`src/rtl/m_wb_pkg.sv`:
```
// MEM->WB stage buffer shared types: payload struct, width constants, pointer-width helper.
// Latency: n/a (types only).
// Backpressure: n/a (types only).
package m_wb_pkg;

  // Core-wide widths. The top-level parameters default to these values.
  localparam int MWB_WORD_SIZE       = 32;
  localparam int MWB_INSTR_TYPE_SZ   = 4;
  localparam int MWB_ROB_ENTRY_WIDTH = 5;

  typedef struct packed {
    logic [MWB_INSTR_TYPE_SZ-1:0]   instr_type;
    logic [MWB_WORD_SIZE-1:0]       pc;
    logic                           exception;
    logic [MWB_WORD_SIZE-1:0]       vaddr_exc;
    logic [MWB_WORD_SIZE-1:0]       alu_result;
    logic [MWB_ROB_ENTRY_WIDTH-1:0] rob_id;
  } m_wb_payload_t;

  // Pointer width for a power-of-two FIFO of the given depth.
  function automatic int ptr_w(input int depth);
    return (depth < 2) ? 1 : $clog2(depth);
  endfunction

endpackage

```
`src/rtl/fifo_ptr_ctrl.sv`:
```
// Read/write pointer and occupancy control for a DEPTH-entry in-order FIFO.
// Latency: state updates on the clock edge following push/pop/flush.
// Backpressure: push ignored while full, pop ignored while empty; flush overrides both.
// Ports: clk, rst_n (async active-low), push/pop/flush in; rd_ptr/wr_ptr/count/full/empty out.
module fifo_ptr_ctrl
  import m_wb_pkg::*;
#(
  parameter  int DEPTH = 2,
  localparam int PTR_W = ptr_w(DEPTH),
  localparam int CNT_W = PTR_W + 1
) (
  input  logic             clk,
  input  logic             rst_n,
  input  logic             push,
  input  logic             pop,
  input  logic             flush,
  output logic [PTR_W-1:0] rd_ptr,
  output logic [PTR_W-1:0] wr_ptr,
  output logic [CNT_W-1:0] count,
  output logic             full,
  output logic             empty
);

  logic [PTR_W-1:0] rd_ptr_q, rd_ptr_d;
  logic [PTR_W-1:0] wr_ptr_q, wr_ptr_d;
  logic [CNT_W-1:0] count_q, count_d;
  logic             push_ok, pop_ok;

  assign full    = (count_q == CNT_W'(DEPTH));
  assign empty   = (count_q == '0);
  // Qualify locally so a caller can never overflow or underflow the count.
  assign push_ok = push & ~full;
  assign pop_ok  = pop & ~empty;

  always_comb begin
    rd_ptr_d = rd_ptr_q;
    wr_ptr_d = wr_ptr_q;
    count_d  = count_q;
    if (flush) begin
      rd_ptr_d = '0;
      wr_ptr_d = '0;
      count_d  = '0;
    end else begin
      // Pointers wrap modulo DEPTH through natural overflow (DEPTH is a power of two).
      if (push_ok) wr_ptr_d = wr_ptr_q + PTR_W'(1);
      if (pop_ok)  rd_ptr_d = rd_ptr_q + PTR_W'(1);
      case ({push_ok, pop_ok})
        2'b10:   count_d = count_q + CNT_W'(1);
        2'b01:   count_d = count_q - CNT_W'(1);
        default: count_d = count_q;
      endcase
    end
  end

  always_ff @(posedge clk or negedge rst_n) begin
    if (!rst_n) begin
      rd_ptr_q <= '0;
      wr_ptr_q <= '0;
      count_q  <= '0;
    end else begin
      rd_ptr_q <= rd_ptr_d;
      wr_ptr_q <= wr_ptr_d;
      count_q  <= count_d;
    end
  end

  assign rd_ptr = rd_ptr_q;
  assign wr_ptr = wr_ptr_q;
  assign count  = count_q;

endmodule

```
`src/rtl/m_wb_stage_buffer.sv`:
```
// MEM->WB pipeline buffer: DEPTH-entry in-order FIFO with valid/ready on both sides and full flush.
// Latency: entry pushed at edge N appears on out_* after edge N; no same-cycle pass-through.
// Backpressure: in_ready = !full (state-only, no path from out_ready); head holds while out_ready=0.
// Ports: clk, reset (async active-low), flush; in_valid/in_ready + 6 in_* payload fields;
//        out_valid/out_ready + 6 out_* payload fields; count (occupied entries).
module m_wb_stage_buffer
  import m_wb_pkg::*;
#(
  parameter  int WORD_SIZE       = MWB_WORD_SIZE,
  parameter  int INSTR_TYPE_SZ   = MWB_INSTR_TYPE_SZ,
  parameter  int ROB_ENTRY_WIDTH = MWB_ROB_ENTRY_WIDTH,
  parameter  int DEPTH           = 2,
  localparam int PTR_W           = ptr_w(DEPTH),
  localparam int CNT_W           = PTR_W + 1
) (
  input  logic                       clk,
  input  logic                       reset,
  input  logic                       flush,
  input  logic                       in_valid,
  output logic                       in_ready,
  input  logic [INSTR_TYPE_SZ-1:0]   in_instruction_type,
  input  logic [WORD_SIZE-1:0]       in_pc,
  input  logic                       in_exception,
  input  logic [WORD_SIZE-1:0]       in_virtual_addr_exception,
  input  logic [WORD_SIZE-1:0]       in_alu_result,
  input  logic [ROB_ENTRY_WIDTH-1:0] in_rob_id,
  output logic                       out_valid,
  input  logic                       out_ready,
  output logic [INSTR_TYPE_SZ-1:0]   out_instruction_type,
  output logic [WORD_SIZE-1:0]       out_pc,
  output logic                       out_exception,
  output logic [WORD_SIZE-1:0]       out_virtual_addr_exception,
  output logic [WORD_SIZE-1:0]       out_alu_result,
  output logic [ROB_ENTRY_WIDTH-1:0] out_rob_id,
  output logic [CNT_W-1:0]           count
);

  // The storage struct has fixed widths, so the parameters must agree with the package.
  if (DEPTH < 2 || (DEPTH & (DEPTH - 1)) != 0) begin : g_bad_depth
    $error("m_wb_stage_buffer: DEPTH must be a power of two >= 2");
  end
  if (WORD_SIZE != MWB_WORD_SIZE || INSTR_TYPE_SZ != MWB_INSTR_TYPE_SZ ||
      ROB_ENTRY_WIDTH != MWB_ROB_ENTRY_WIDTH) begin : g_bad_width
    $error("m_wb_stage_buffer: payload widths differ from m_wb_pkg");
  end

  m_wb_payload_t    storage_q [DEPTH];
  m_wb_payload_t    in_payload, head;
  logic [PTR_W-1:0] rd_ptr, wr_ptr;
  logic             full, empty, push, pop;

  assign in_ready  = ~full;
  assign out_valid = ~empty;
  assign push      = in_valid & in_ready;
  assign pop       = out_valid & out_ready;

  fifo_ptr_ctrl #(.DEPTH(DEPTH)) u_ptr_ctrl (
    .clk    (clk),
    .rst_n  (reset),
    .push   (push),
    .pop    (pop),
    .flush  (flush),
    .rd_ptr (rd_ptr),
    .wr_ptr (wr_ptr),
    .count  (count),
    .full   (full),
    .empty  (empty)
  );

  assign in_payload = '{instr_type: in_instruction_type,
                        pc:         in_pc,
                        exception:  in_exception,
                        vaddr_exc:  in_virtual_addr_exception,
                        alu_result: in_alu_result,
                        rob_id:     in_rob_id};

  // Reset clears storage so the head reads zero; flush leaves contents in place.
  // A flushed push is dropped, so it never writes.
  always_ff @(posedge clk or negedge reset) begin
    if (!reset) begin
      for (int i = 0; i < DEPTH; i++) storage_q[i] <= '0;
    end else if (push && !flush) begin
      storage_q[wr_ptr] <= in_payload;
    end
  end

  assign head                       = storage_q[rd_ptr];
  assign out_instruction_type       = head.instr_type;
  assign out_pc                     = head.pc;
  assign out_exception              = head.exception;
  assign out_virtual_addr_exception = head.vaddr_exc;
  assign out_alu_result             = head.alu_result;
  assign out_rob_id                 = head.rob_id;

  // A stalled head must hold; flush legitimately moves rd_ptr, so it is excluded.
  a_head_stable : assert property (@(posedge clk) disable iff (!reset)
    (out_valid && !out_ready && !flush) |=> $stable(head));

  a_count_bound : assert property (@(posedge clk) disable iff (!reset)
    count <= CNT_W'(DEPTH));

endmodule

```
`config.mk`:
```
export PLATFORM = sky130hd
export DESIGN_NAME = m_wb_stage_buffer
export DESIGN_NICKNAME = d
export VERILOG_FILES = /design/src/rtl/m_wb_pkg.sv /design/src/rtl/fifo_ptr_ctrl.sv /design/src/rtl/m_wb_stage_buffer.sv
export SDC_FILE = /design/constraint.sdc
export NUM_CORES = 1
export LEC_CHECK = 0
export ABC_AREA = 1
export BUFFER_PORTS_ARGS = -buffer_cell sky130_fd_sc_hd__buf_2
export CAP_MARGIN = 15
export CORE_MARGIN = 4
export CORE_UTILIZATION = 45
export DETAILED_ROUTE_END_ITERATION = 8
export GPL_ROUTABILITY_DRIVEN = 0
export PLACE_DENSITY = 0.79
export RECOVER_POWER = 50
export SLEW_MARGIN = 20
export SYNTH_ARGS = -nofsm -noshare
export SYNTH_HDL_FRONTEND = slang
export SYNTH_SLANG_ARGS = --single-unit
export TNS_END_PERCENT = 30
```
`constraint.sdc`:
```
create_clock -name clk -period 2.8 [get_ports clk]
set_input_delay 0.28 -clock clk [delete_from_list [all_inputs] [get_ports clk]]
set_output_delay 0.28 -clock clk [all_outputs]
set_load 0.02 [all_outputs]
```
==> flow_metrics.py <==
metrics = {
    "finish": {
        "num_antenna_cells": 0,
        "utilization_pct": 55.2,
        "fillers": 1952,
        "drive_gt1_share_pct": 24.3,
        "stdcell_count": 1647,
        "fin_nets": 1466,
        "syn2layout_area_growth_pct": 19.8,
    },
    "sta": {
        "final.setup.worst_slack_ns": 0.537,
        "setup_viol": 0,
        "worst_pin_slew_ns": 1.82,
        "rsz0062_at_grt": "no",
        "finalCritPeriodShare_pct": 80.8,
        "period_minus_slack_ns": 2.26,
        "final.setup.tns_ns": 0,
        "fmax_mhz": 442,
        "fin_skew_ns": 0.0129,
        "maxSlewHeadroom_pct": -21.3,
        "drv_slew": 70,
        "hold_violations": 0,
    },
    "detailed_routing": {
        "drt_first_pass_iters": 5,
        "avgViaCountPerCell": 4.78,
        "antenna_left": 0,
        "drt-total-wl_um": 22300,
        "drt_iter0_markers": 482,
        "drc": 0,
        "wl_per_cell_um": 13.6,
        "vias": 7878,
    },
    "worst_setup_path": {
        "start_kind": "register",
        "required_ns": 2.52,
        "crit_type": "reg2out",
        "reg2reg_from": "u_ptr_ctrl.count[0]",
        "rr_worst_depth": 6,
        "reg2reg_to": "storage_q[46]",
        "crit_path_end": "out_instruction_type[3]",
        "critPathMaxFanout": 56,
        "rrSetupSlack_ns": 0.62,
        "crit_path_start": "u_ptr_ctrl.rd_ptr",
        "end_kind": "output pin",
        "crit_arrival_ns": 1.98,
    },
    "yosys": {
        "ys_seq_area_share_pct": 55.4,
        "synth_compound_area_share_pct": 14.1,
        "synth_common_cells": "nand2_1 (540), dfrtp_1 (216), inv_1 (111), o21ai_1 (110), o21ai_2 (76)",
        "yosysTopAreaCell": "dfrtp_1",
        "synth_top_area_share_pct": 55.4,
        "syn-cell-area_um2": 9760,
        "syn_inst": 1166,
        "yosysWarnings": 0,
        "synth_most_common_cell": "nand2_1",
        "synth_flop_cell": "dfrtp_1",
        "synth_xor_area_share_pct": 0,
        "syn_avg_cell_area_um2": 8.37,
        "synth_nets": 1277,
        "synth-edff-count": 0,
        "synth_top_family_by_area": "simple AND/OR/NAND/NOR gates",
        "synthSimpleGateAreaFrac_pct": 21.5,
        "synth_seq_cells": 216,
        "synth_fa_ha_area_share_pct": 0,
        "synth_cell_type_count": 19,
        "yosys-top-cells-area": "dfrtp_1 (55%), nand2_1 (21%), o21ai_2 (6.8%)",
        "async_flop_share_pct": 100,
        "synth.area.mux_share_pct": 0,
    },
    "die": {
        "start_util_pct": 46.1,
        "core_um2": 21200,
        "fp.dieW_um": 155,
        "row_count": 53,
        "die_area_um2": 24100,
        "io_pins": 221,
        "die_h_um": 155,
    },
    "power": {
        "ir_drop_mv": 0.514,
        "clock_power_share_pct": 32.7,
        "switchingPower_mw": 3.22,
        "p_per_area_nw_per_um2": 860,
        "p_sw_share_pct": 32.0,
        "p_int_mw": 6.83,
        "p_total_mw": 10.1,
        "p_leak_nw": 6.58,
        "comb_power_share_pct": 24.8,
        "pwr-share-seq_pct": 42.5,
    },
    "clock_tree": {
        "clk_pin_slew_ns": 0.06,
        "clock_path_buffers": 3,
        "insertion_delay_ns": 0.51,
        "h-tree-depth": 1,
        "cts.repair.resized": 0,
        "cts_sinks": 216,
        "cts_tree": "built",
        "clockRootBuffer": "clkbuf_16",
        "cts_buffers": 23,
        "post-cts-setup-buffers": 0,
        "ctsHoldBuffers": 1,
    },
    "global_routing": {
        "met1_usage_pct": 25.4,
        "grt_usage_pct": 18.1,
        "gr-usage-met2_pct": 29.0,
        "grt_pass1_wl_um": 36900,
        "grt_max_degree": 109,
        "overflow": 0,
        "met3_usage_pct": 3.78,
        "grt_pass1_vias": 7606,
        "top_usage_layer": "met2",
        "antenna_found_initial": 2,
    },
    "worst_hold_path": {
        "min_path_type": "in2reg",
    },
    "place": {
        "placed_cells": 1604,
        "io_buffers": 220,
        "place_ws_ns": 0.970,
        "dp_hpwl_um": 14200,
    },
    "status": {
        "violations": "capacitance limit, slew limit",
        "status": "complete, but fails checks",
    },
    "run": {
        "max_cap_violations": 1,
    },
}
## cells in the final DEF, fill, tap and decap left out, types with 5 or more instances in the layout
cell       count
clkinv_2       9
bufinv_16      5
o21ai_2       59
nand2_1      540
buf_2        216
o21ai_1       84
clkbuf_16     23
dfrtp_1      215
inv_1        112
buf_4          6
o21ai_0       71
## final cells by class
class | count | area [um2] | share of cell area [%]
multi-input combinational | 768 | 3430 | 29.3
inverter | 113 | 425 | 3.64
sequential | 216 | 5410 | 46.3
timing repair buffer | 233 | 1250 | 10.7
clock inverter | 14 | 199 | 1.70
clock buffer | 28 | 634 | 5.43
tap | 275 | 344 | 2.94
## state kept, by name, indices dropped and copies added (netlist names)
name               count
u_ptr_ctrl.wr_ptr      1
storage_q            212
u_ptr_ctrl.rd_ptr      1
u_ptr_ctrl.count       2
## power by group through the flow
stage               clock network (mW)  registers, mW  logic [mW]
floorplan                            0           4.22        1.83
global placement                     0           4.28        2.51
detailed placement                   0           4.32        2.57
CTS                               3.37           4.27        2.59
global route                      3.50           4.37        2.81
finish                            3.29           4.28        2.49
## worst min-delay path by stage
stage	start	end	slack (ns)	cells past startpoint
after floorplan	reset	storage_q[0]	-0.02	0
after global placement	reset	storage_q[26]	0.33	1
after detailed placement	reset	storage_q[22]	0.33	1
after CTS	in_rob_id[1]	storage_q[107]	0.01	3
after global routing	in_pc[31]	storage_q[101]	0.03	3
final	in_alu_result[3]	storage_q[114]	0.03	3
## stage by stage
| stage | area [um2] | hold WS [ns] |
|---|---|---|
| after global routing | 11700 | 0.0326 |
| after CTS | 11800 | 0.0130 |
| after detailed placement | 10900 | 0.334 |
| after global placement | 10900 | 0.333 |
| final | 11700 | 0.0308 |
| after floorplan | 9760 | -0.0156 |
## metal layers
| layer | part of all wire, % | wire, um |
|---|---|---|
| met1 | 44 | 9720 |
| met2 | 47 | 10400 |
| met3 | 7.1 | 1580 |
| met4 | 2.5 | 568 |
| met5 | 0.036 | 8 |
## worst max-delay path, stage by stage (launching register included)
cell and delay, ns:
dfrtp_4 0.49, clkinv_2 0.06, buf_4 0.49, nand2_1 0.11, nand2_1 0.11, buf_2 0.17
## cell families after synthesis
logic type             count (synthesis)
AOI/OAI and AO/OA                    216
DFF                                  216
and+or+nand+nor                      552
buffers and inverters                182
(Power assumes the default switching activity.)
